[src/rtl/serial_adder_pkg.sv]
// Shared FSM state encoding for the bit-serial adder.
// Only IDLE/RUN/DONE are legal; the fourth code is treated as a fault and recovers to IDLE.
package serial_adder_pkg;
    typedef logic [1:0] state_t;

    localparam state_t S_IDLE = 2'd0;
    localparam state_t S_RUN  = 2'd1;
    localparam state_t S_DONE = 2'd2;
endpackage

[src/rtl/serial_adder_fa.sv]
// Single-bit full adder cell used as the serial datapath bit-slice.
module Fulladder (
    input  logic a,
    input  logic b,
    input  logic c,
    output logic sum,
    output logic carry
);
    assign sum   = a ^ b ^ c;
    assign carry = (a & b) | (a & c) | (b & c);
endmodule

[src/rtl/serial_adder.sv]
// Bit-serial adder: feeds latched operands LSB-first through one full adder,
// keeping the carry in a flop, and publishes {cout,sum_out} with a done pulse.
module serial_adder
    import serial_adder_pkg::*;
#(
    parameter int WIDTH = 8,
    parameter int CW    = 6
) (
    input  logic             clk,
    input  logic             rst,
    input  logic             start,
    input  logic [WIDTH-1:0] a_in,
    input  logic [WIDTH-1:0] b_in,
    input  logic             cin,
    output logic             busy,
    output logic             done,
    output logic [WIDTH-1:0] sum_out,
    output logic             cout
);
    state_t           r_state;
    state_t           w_next_state;
    logic [CW-1:0]    r_cnt;
    logic [WIDTH-1:0] r_a_sh;
    logic [WIDTH-1:0] r_b_sh;
    logic [WIDTH-2:0] r_res_sh;
    logic             r_carry;
    logic [WIDTH-1:0] r_sum;
    logic             r_cout;

    logic             w_fa_sum;
    logic             w_fa_carry;
    logic             w_accept;
    logic             w_last;
    logic [WIDTH-1:0] w_res_next;

    Fulladder u_fa (
        .a     (r_a_sh[0]),
        .b     (r_b_sh[0]),
        .c     (r_carry),
        .sum   (w_fa_sum),
        .carry (w_fa_carry)
    );

    // The result register holds only the upper WIDTH-1 bits; the newest bit enters at the MSB.
    assign w_res_next = {w_fa_sum, r_res_sh};
    assign w_accept   = start && ((r_state == S_IDLE) || (r_state == S_DONE));
    assign w_last     = (r_cnt == CW'(WIDTH - 1));

    // State register
    always_ff @(posedge clk) begin
        if (rst) begin
            r_state <= S_IDLE;
        end else begin
            r_state <= w_next_state;
        end
    end

    // Next-state logic
    always_comb begin
        w_next_state = S_IDLE;
        case (r_state)
            S_IDLE:  w_next_state = start  ? S_RUN  : S_IDLE;
            S_RUN:   w_next_state = w_last ? S_DONE : S_RUN;
            S_DONE:  w_next_state = start  ? S_RUN  : S_IDLE;
            default: w_next_state = S_IDLE;
        endcase
    end

    // Output decode from the state register
    always_comb begin
        busy = 1'b0;
        done = 1'b0;
        case (r_state)
            S_RUN:   busy = 1'b1;
            S_DONE:  done = 1'b1;
            default: begin
                busy = 1'b0;
                done = 1'b0;
            end
        endcase
    end

    // Operand load, serial shifting, carry flop and result capture
    always_ff @(posedge clk) begin
        if (rst) begin
            r_cnt    <= {CW{1'b0}};
            r_a_sh   <= {WIDTH{1'b0}};
            r_b_sh   <= {WIDTH{1'b0}};
            r_res_sh <= {(WIDTH-1){1'b0}};
            r_carry  <= 1'b0;
            r_sum    <= {WIDTH{1'b0}};
            r_cout   <= 1'b0;
        end else if (w_accept) begin
            r_cnt   <= {CW{1'b0}};
            r_a_sh  <= a_in;
            r_b_sh  <= b_in;
            r_carry <= cin;
        end else if (r_state == S_RUN) begin
            r_cnt    <= r_cnt + {{(CW-1){1'b0}}, 1'b1};
            r_a_sh   <= {1'b0, r_a_sh[WIDTH-1:1]};
            r_b_sh   <= {1'b0, r_b_sh[WIDTH-1:1]};
            r_res_sh <= w_res_next[WIDTH-1:1];
            r_carry  <= w_fa_carry;
            if (w_last) begin
                r_sum  <= w_res_next;
                r_cout <= w_fa_carry;
            end else begin
                r_sum  <= r_sum;
                r_cout <= r_cout;
            end
        end else begin
            r_cnt <= r_cnt;
        end
    end

    assign sum_out = r_sum;
    assign cout    = r_cout;
endmodule
[config.mk]
export PLATFORM = sky130hd
export DESIGN_NAME = serial_adder
export DESIGN_NICKNAME = d
export VERILOG_FILES = /design/src/rtl/serial_adder_pkg.sv /design/src/rtl/serial_adder_fa.sv /design/src/rtl/serial_adder.sv
export SDC_FILE = /design/constraint.sdc
export NUM_CORES = 1
export LEC_CHECK = 0
export CAP_MARGIN = 30
export CORE_MARGIN = 5
export CORE_UTILIZATION = 50
export CTS_BUF_LIST = sky130_fd_sc_hd__clkbuf_16
export DETAILED_ROUTE_END_ITERATION = 8
export PLACE_DENSITY_LB_ADDON = 0.25
export SLEW_MARGIN = 20
export SYNTH_ARGS = -nofsm -noshare
export SYNTH_HDL_FRONTEND = slang
export SYNTH_SLANG_ARGS = --single-unit
[constraint.sdc]
create_clock -name clk -period 2.8 [get_ports clk]
set_input_delay 0.56 -clock clk [delete_from_list [all_inputs] [get_ports clk]]
set_output_delay 0.56 -clock clk [all_outputs]
set_load 0.01 [all_outputs]
==> results of run 1 <==
[worst max-delay path by stage]
stage	to	slack, ps	from
finish	busy	830	r_state[0]$_SDFF_PP0_
global route	r_b_sh[3]$_SDFFE_PP0P_	730	start
CTS	busy	820	r_state[0]$_SDFF_PP0_
detailed placement	r_b_sh[2]$_SDFFE_PP0P_	620	start
global placement	r_b_sh[1]$_SDFFE_PP0P_	750	start
floorplan	busy	1280	r_state[1]$_SDFF_PP0_
[worst register-to-register path: cells and delay by family, from the launching register on]
family / cells / cell delay (ps)
AOI/OAI and AO/OA: 1 / 220
DFF: 1 / 370
buffers and inverters: 1 / 220
and+or+nand+nor: 2 / 630
adders and majority gates: 1 / 210
[through the flow]
| stage | hold slack (ps) | cells |
|---|---|---|
| 6_report | 470 | 270 |
| 5_1_grt | 489 | 270 |
| 4_1_cts | 472 | 270 |
| 3_5_place_dp | 462 | 263 |
| 3_3_place_gp | 453 | 263 |
| 2_1_floorplan | 437 | 202 |
[sequential cells by signal, summed over array words and instances (netlist names)]
name	flops
r_a_sh	8
r_carry	1
r_res_sh	7
r_b_sh	8
sum_out	8
r_cnt	6
r_state	2
cout	1
[cell type report]
type | count | area [sq um] | share of cell area [%]
sequential | 41 | 821 | 37.9
multi-input combinational | 130 | 781 | 36.0
timing repair buffer | 34 | 330 | 15.2
clock buffer | 5 | 125 | 5.77
tap | 46 | 57.6 | 2.66
inverter | 12 | 45.0 | 2.08
clock inverter | 2 | 7.51 | 0.346
[per-layer routing]
metal | GRT usage, % | vias to the layer above
met3 | 5.51 | 11
li1 | - | 755
met5 | 0 | -
met2 | 27.3 | 38
met1 | 21.2 | 746
met4 | 6.94 | 0
[power by group through the flow]
| stage | Clock (uW) | Combinational, uW | Sequential (uW) |
|---|---|---|---|
| after floorplan | 0 | 98.2 | 634 |
| after global placement | 0 | 130 | 637 |
| final | 523 | 137 | 626 |
| after detailed placement | 0 | 136 | 638 |
| after CTS | 534 | 137 | 626 |
| after global routing | 564 | 153 | 628 |
[placed cells by master (no fill, tap or decap), types with 2 or more instances in the layout]
cell type and instances:
a31o_2 7, xnor2_1 2, o21ai_0 8, a31oi_1 8, nand2_1 34, clkbuf_16 5
dfxtp_1 41, nand3_1 7, a31o_1 2, nor3_1 12, or3_1 3, a21oi_1 12
o22ai_1 5, clkdlybuf4s50_1 30, nand2b_1 2, mux2i_1 4, nor2_1 2, inv_1 12
a311oi_1 8, a22oi_1 3, buf_4 4
[logic make-up after synthesis]
| family | count (synthesis) | synth area share, % |
|---|---|---|
| AO/OA/AOI/OAI | 54 | 20.9 |
| flip-flops | 41 | 46.6 |
| XOR/XNOR | 2 | 0.994 |
| adder cells (fa/ha/maj) | 2 | 1.85 |
| multiplexers | 4 | 2.27 |
| AND/OR/NAND/NOR | 68 | 18.3 |
| buffers and inverters | 31 | 9.16 |
==> metrics.md, run 1 <==
| Metric | Value |
|---|---|
| P_leak | `0.000760 uW` |
| Clock Sinks | `41` |
| Reg2reg end | `sum_out[7]$_SDFFE_PP0P_` |
| Hold_buf cts | `0` |
| Crit-path max cell delay | `540 ps` |
| Gp weighted congestion | `0.740` |
| CP bufs+invs | `2` |
| Crit start category | `flip-flop` |
| Worst path top cell family by delay | `buffers and inverters` |
| Tmin final | `1970 ps` |
| Worst path depth | `3` |
| CTS HTree Levels | `2` |
| Setup CP Type | `reg2out` |
| Hold path startpoint | `r_res_sh[3]$_SDFFE_PP0N_` |
| Worst-path clk slew | `50 ps` |
| Final setup TNS | `0 ps` |
| Reg2Reg Setup Slack | `1090 ps` |
| Drt wl/cell | `14.8 microns` |
| FP Rows | `21` |
| Synth area leader | `dfxtp_1` |
| Share of the synthesized area in the top cell type | `46.6%` |
| Fin crit share | `70.2%` |
| Total number of vias | `1550` |
| Synthesized area per cell | `8.73 sq um` |
| Nets | `roughly 250` |
| Crit path max fanout | `5` |
| Final Setup Violations | `0` |
| Routed wl met2 | `1.95 mm` |
| Sw Share | `23.2%` |
| Worst setup EP type | `output pin` |
| Unrepaired setup endpoints after global routing | `no` |
| DRT iter0 DRCs | `93` |
| Syn_nets | `224` |
| First-pass GRT wire length | `6.73 mm` |
| Share of the core filled with cells | `64.4%` |
| Met1 wire length | `1.81 mm` |
| Clk pwr share | `40.6%` |
| Slew headroom | `36.4%` |
| Total global routing overflow | `0` |
| Final wirelength | `~4 mm` |
| Power Total | `roughly 1300 uW` |
| Commonest cells post-synth | `41 x dfxtp_1, 34 x nand2_1, 12 x a21oi_1, 12 x nor3_1, 11 x inv_1` |
| Slowest cell on the critical path | `clkdlybuf4s50_1` |
| Fmax | `508 MHz` |
| Min-Delay Path Class | `reg2reg` |
| Seq/Total Area, Yosys | `46.6%` |
| DP Worst Slack | `617 ps` |
| # DRC | `0` |
| Wire length on met3 | `172 microns` |
| Pwr dens | `~590 nW/um^2` |
| Hold endpoint | `r_res_sh[2]$_SDFFE_PP0N_` |
| Fraction of registers with async set/reset | `0%` |
| Initial core utilization | `52.4%` |
| Antenna cells | `0` |
| Synth area leaders | `dfxtp_1 47%, nand2_1 7.2%, a311oi_1 4.0%, a31o_2 3.5%, a21oi_1 3.4%` |
| Via density | `~5.7` |
| Resized cells post-CTS | `0` |
| WP data arrival | `roughly 1400 ps` |
| GRT Total Usage | `roughly 17%` |
| Maximum vdd drop | `399 uV` |
| CTS Buf Count | `5` |
| Largest net degree at the start of global routing | `37` |
| Clk_lat worst skew | `280 ps` |
| Core ar. | `3360 sq um` |
| CTS max path bufs | `2` |
| Top routing layer in use | `met4` |
| Sw power | `298 uW` |
| Drt pass-1 iters | `4` |
| Design Area, Final | `2170 sq um` |
| CTS tree | `built` |
| Port bufs | `30` |
| Reg power frac | `48.7%` |
| Root buffer cell | `clkbuf_16` |
| Distinct cell type count after synthesis | `36` |
| # fillers | `308` |
| Setup slack after layout | `about 830 ps` |
| Die width | `69.4 microns` |
| Main flop type after synthesis | `dfxtp_1` |
| Skew final | `approximately 2.7 ps` |
| Antenna Nets Post-Route | `0` |
| Die H | `69.4 microns` |
| Worst hold stages | `2` |
| Max-Cap Viols | `0` |
| EDFF count, synth | `0` |
| Synthesized cell area | `1760 sq um` |
| Layout cells sized above 1 | `8.48%` |
| Combinational share of power | `10.7%` |
| Io pins | `31` |
| Die area | `4810 sq um` |
| Post-CTS Setup Bufs | `0` |
| R2r worst-path depth | `5` |
| Placed Instance Area | `2030 sq um` |
| Cells after synthesis | `202` |
| Yosys warnings | `0` |
| Area Growth Syn to Fin | `22.9%` |
| Crit Reg-Reg Startpoint | `r_cnt[0]$_SDFFE_PP0N_` |
| Worst-Margin Slew | `954 ps` |
| Final Hold Viols | `0` |
| Status | `finished, final reports clean` |
| HPWL after DPL | `2.54 mm` |
| #FFs+latches synth | `41` |
| Power Internal | `988 uW` |
| Vias in the first global route | `between 1000 and 1500` |
| Worst Path Required | `2240 ps` |
| Initial antenna violation count | `0` |
| Most numerous cell in the Yosys netlist | `dfxtp_1` |
| Crit path cell chain | `nand2b_1 -> inv_2 -> clkdlybuf4s50_1` |
| Final Max Slew Viols | `0` |
No activity file was read; power rests on OpenSTA's default activity.
==> inputs of run 2 (changes only) <==
- CORE_UTILIZATION: 50 -> 46
- clock period: 2.8 -> 1.8 ns (I/O delays scaled with it)
==> run 2 against run 1 <==
  * Clock skew up 1.2 ps
  * Sequential power up 56%
  * Die area up 7.4%
  * Highest routed layer unchanged
==> metrics.md, run 2 (synthesized netlist as in run 1, its figures left out) <==
| Metric | Value |
|---|---|
| Hold slack | `467 ps (-2.80 ps)` |
| Crit path max fanout | `3 (-2)` |
| Final Max Slew Viols | `0 (unchanged)` |
| WP data arrival | `1330 ps (-80 ps)` |
| Max-Cap Viols | `0 (unchanged)` |
| Clk_lat worst skew | `280 ps (about the same)` |
| CTS tree | `built` |
| Setup CP Type | `reg2out` |
| P_leak | `0.000808 uW (+6.4%)` |
| Slowest cell on the critical path | `clkdlybuf4s50_1` |
| Via density | `5.55 (-3.4%)` |
| Final setup TNS | `0 ps (unchanged)` |
| # DRC | `0 (unchanged)` |
| Final std cells w/o fill | `278 (+3.0%)` |
| Drt wl/cell | `14.5 microns (-2.2%)` |
| Fmax | `593 MHz` |
| Worst path top cell family by delay | `buffers and inverters` |
| Reg power frac | `48.4% (-0.3 points)` |
| Worst-Margin Slew | `449 ps (-506 ps)` |
| Hold_buf cts | `0 (unchanged)` |
| Tmin final | `between 1500 and 2000 ps` |
| Die width | `71.9 microns (+3.6%)` |
| Nets | `252 (+2.4%)` |
| Initial antenna violation count | `0 (unchanged)` |
| Fin crit share | `93.7%` |
| Maximum vdd drop | `591 uV (+48%)` |
| Io pins | `31 (unchanged)` |
| Clock Sinks | `41 (unchanged)` |
| Crit-path max cell delay | `550 ps (about the same)` |
| Largest net degree at the start of global routing | `29 (-22%)` |
| Slew headroom | `70.1% (+34 points)` |
| CTS max path bufs | `2 (unchanged)` |
| Drt pass-1 iters | `6 (+2)` |
| Crit path cell chain | `nor2b_1 -> clkdlybuf4s50_1` |
| HPWL after DPL | `2.69 mm (+5.8%)` |
| Pwr dens | `903 nW/um^2 (+52%)` |
| Root buffer cell | `clkbuf_16` |
| Total global routing overflow | `0 (unchanged)` |
| Most common cell after layout, fill and taps aside | `dfxtp_1` |
| CP bufs+invs | `1 (-1)` |
| Die area | `5170 sq um (+7.4%)` |
| FP Rows | `22 (+4.8%)` |
| CTS Buf Count | `5 (unchanged)` |
| DRT iter0 DRCs | `152 (+63%)` |
| Crit start category | `flip-flop` |
| Worst Path Required | `1440 ps (-800 ps)` |
| CTS HTree Levels | `2 (unchanged)` |
| Initial core utilization | `47.8% (-4.6 points)` |
| Power Internal | `1550 uW (+57%)` |
| Antenna Nets Post-Route | `0 (unchanged)` |
| Port bufs | `30 (unchanged)` |
| Die H | `71.9 microns (+3.6%)` |
| Skew final | `3.94 ps (+1.19 ps)` |
| Most frequent cells in the layout | `40 x dfxtp_1, 34 x nand2_1, 29 x clkdlybuf4s50_1` |
| Final wirelength | `4.03 mm (+0.67%)` |
| Core ar. | `3690 sq um (+9.7%)` |
| Area Growth Syn to Fin | `26.5%` |
| Sw Share | `23.0% (-0.17 points)` |
| Total number of vias | `1542 (-0.52%)` |
| Clk pwr share | `40.3% (-0.3 points)` |
| Worst setup EP type | `output pin` |
| Final Setup Violations | `0 (unchanged)` |
| Layout cells sized above 1 | `11.3% (+2.8 points)` |
| Unrepaired setup endpoints after global routing | `no` |
| Antenna cells | `0 (unchanged)` |
| Status | `finished, final reports clean` |
| Worst-path clk slew | `50 ps (about the same)` |
| Placed Cells | `271 (+3.0%)` |
| Min-Delay Path Class | `reg2reg` |
| Gp weighted congestion | `0.743 (+0.39%)` |
| GRT Total Usage | `16.3% (-0.85 points)` |
| # fillers | `348 (+13%)` |
| Vias in the first global route | `1458 (-2.3%)` |
| Sw power | `464 uW (+55%)` |
| Final Hold Viols | `0 (unchanged)` |
| First-pass GRT wire length | `6.68 mm (-0.71%)` |
| Combinational share of power | `11.4% (+0.7 points)` |
-- run 2: changes by cell type in the layout (fill, tap and decap cells not counted) --
cell | previous run | this run
dfxtp_2 | 0 | 1
clkdlybuf4s50_1 | 30 | 29
dfxtp_1 | 41 | 40
dlymetal6s2s_1 | 0 | 1
buf_4 | 4 | 9
buf_12 | 0 | 1
-- run 2: metal layers --
| layer | vias to the layer above | share of wire (%) | track usage (%) |
|---|---|---|---|
| met5 | - | 0 | 0 |
| met4 | 0 | 1.6 | 6.47 |
| met3 | 7 | 4.8 | 3.32 |
| met2 | 43 | 47 | 25.6 |
| met1 | 726 | 46 | 21.8 |
| li1 | 766 | - | - |
-- run 2: cell type report --
cell class | count | area, sq um | area share [%]
clock buffers | 5 | 125 | 5.61
clock inverters | 2 | 7.51 | 0.337
inverters | 12 | 45.0 | 2.02
multi-input cells | 130 | 781 | 35.0
flip-flops and latches | 41 | 822 | 36.8
well taps | 48 | 60.1 | 2.69
repair buffers | 40 | 390 | 17.5
-- run 2: worst paths after layout --
path,slack (ps),cells after the start,to,from
max,110,2,done,r_state[1]$_SDFF_PP0_
min,470,2,r_res_sh[0]$_SDFFE_PP0N_,r_res_sh[0]$_SDFFE_PP0N_
max reg2reg,210,4,sum_out[6]$_SDFFE_PP0P_,r_cnt[0]$_SDFFE_PP0N_
min reg2reg,470,2,r_res_sh[0]$_SDFFE_PP0N_,r_res_sh[0]$_SDFFE_PP0N_
-- run 2: power groups by stage --
stage,combinational [uW],clock [uW],sequential [uW]
floorplan,153,0,986
global placement,224,0,992
detailed placement,229,0,992
CTS,230,826,973
global route,254,860,979
finish,229,811,974
-- run 2: repair_timing --
action	CTS	global route
resized for setup	0	2
endpoints found under the setup margin	0	1
setup buffers	0	0
-- run 2: through the flow --
stage	instance area, sq um	util [%]	power [uW]	setup slack, ps
6_report	2230	60.5	2010	114
5_1_grt	2230	60.5	2090	56.0
4_1_cts	2230	60.4	2030	14.4
3_5_place_dp	2090	56.8	1220	95.3
3_3_place_gp	2090	56.8	1220	161
2_1_floorplan	1760	-	1140	447
-- run 2: tightest hold or removal path, stage by stage (launching register included) --
cell and delay [ps]:
dfxtp_1 310, nand2_1 50, a21oi_1 60
==> inputs of run 3 (changes only) <==
- SLEW_MARGIN: 20 -> default
==> results of run 3 <==
Final layout, timing and power as in run 2 (identical DEF).
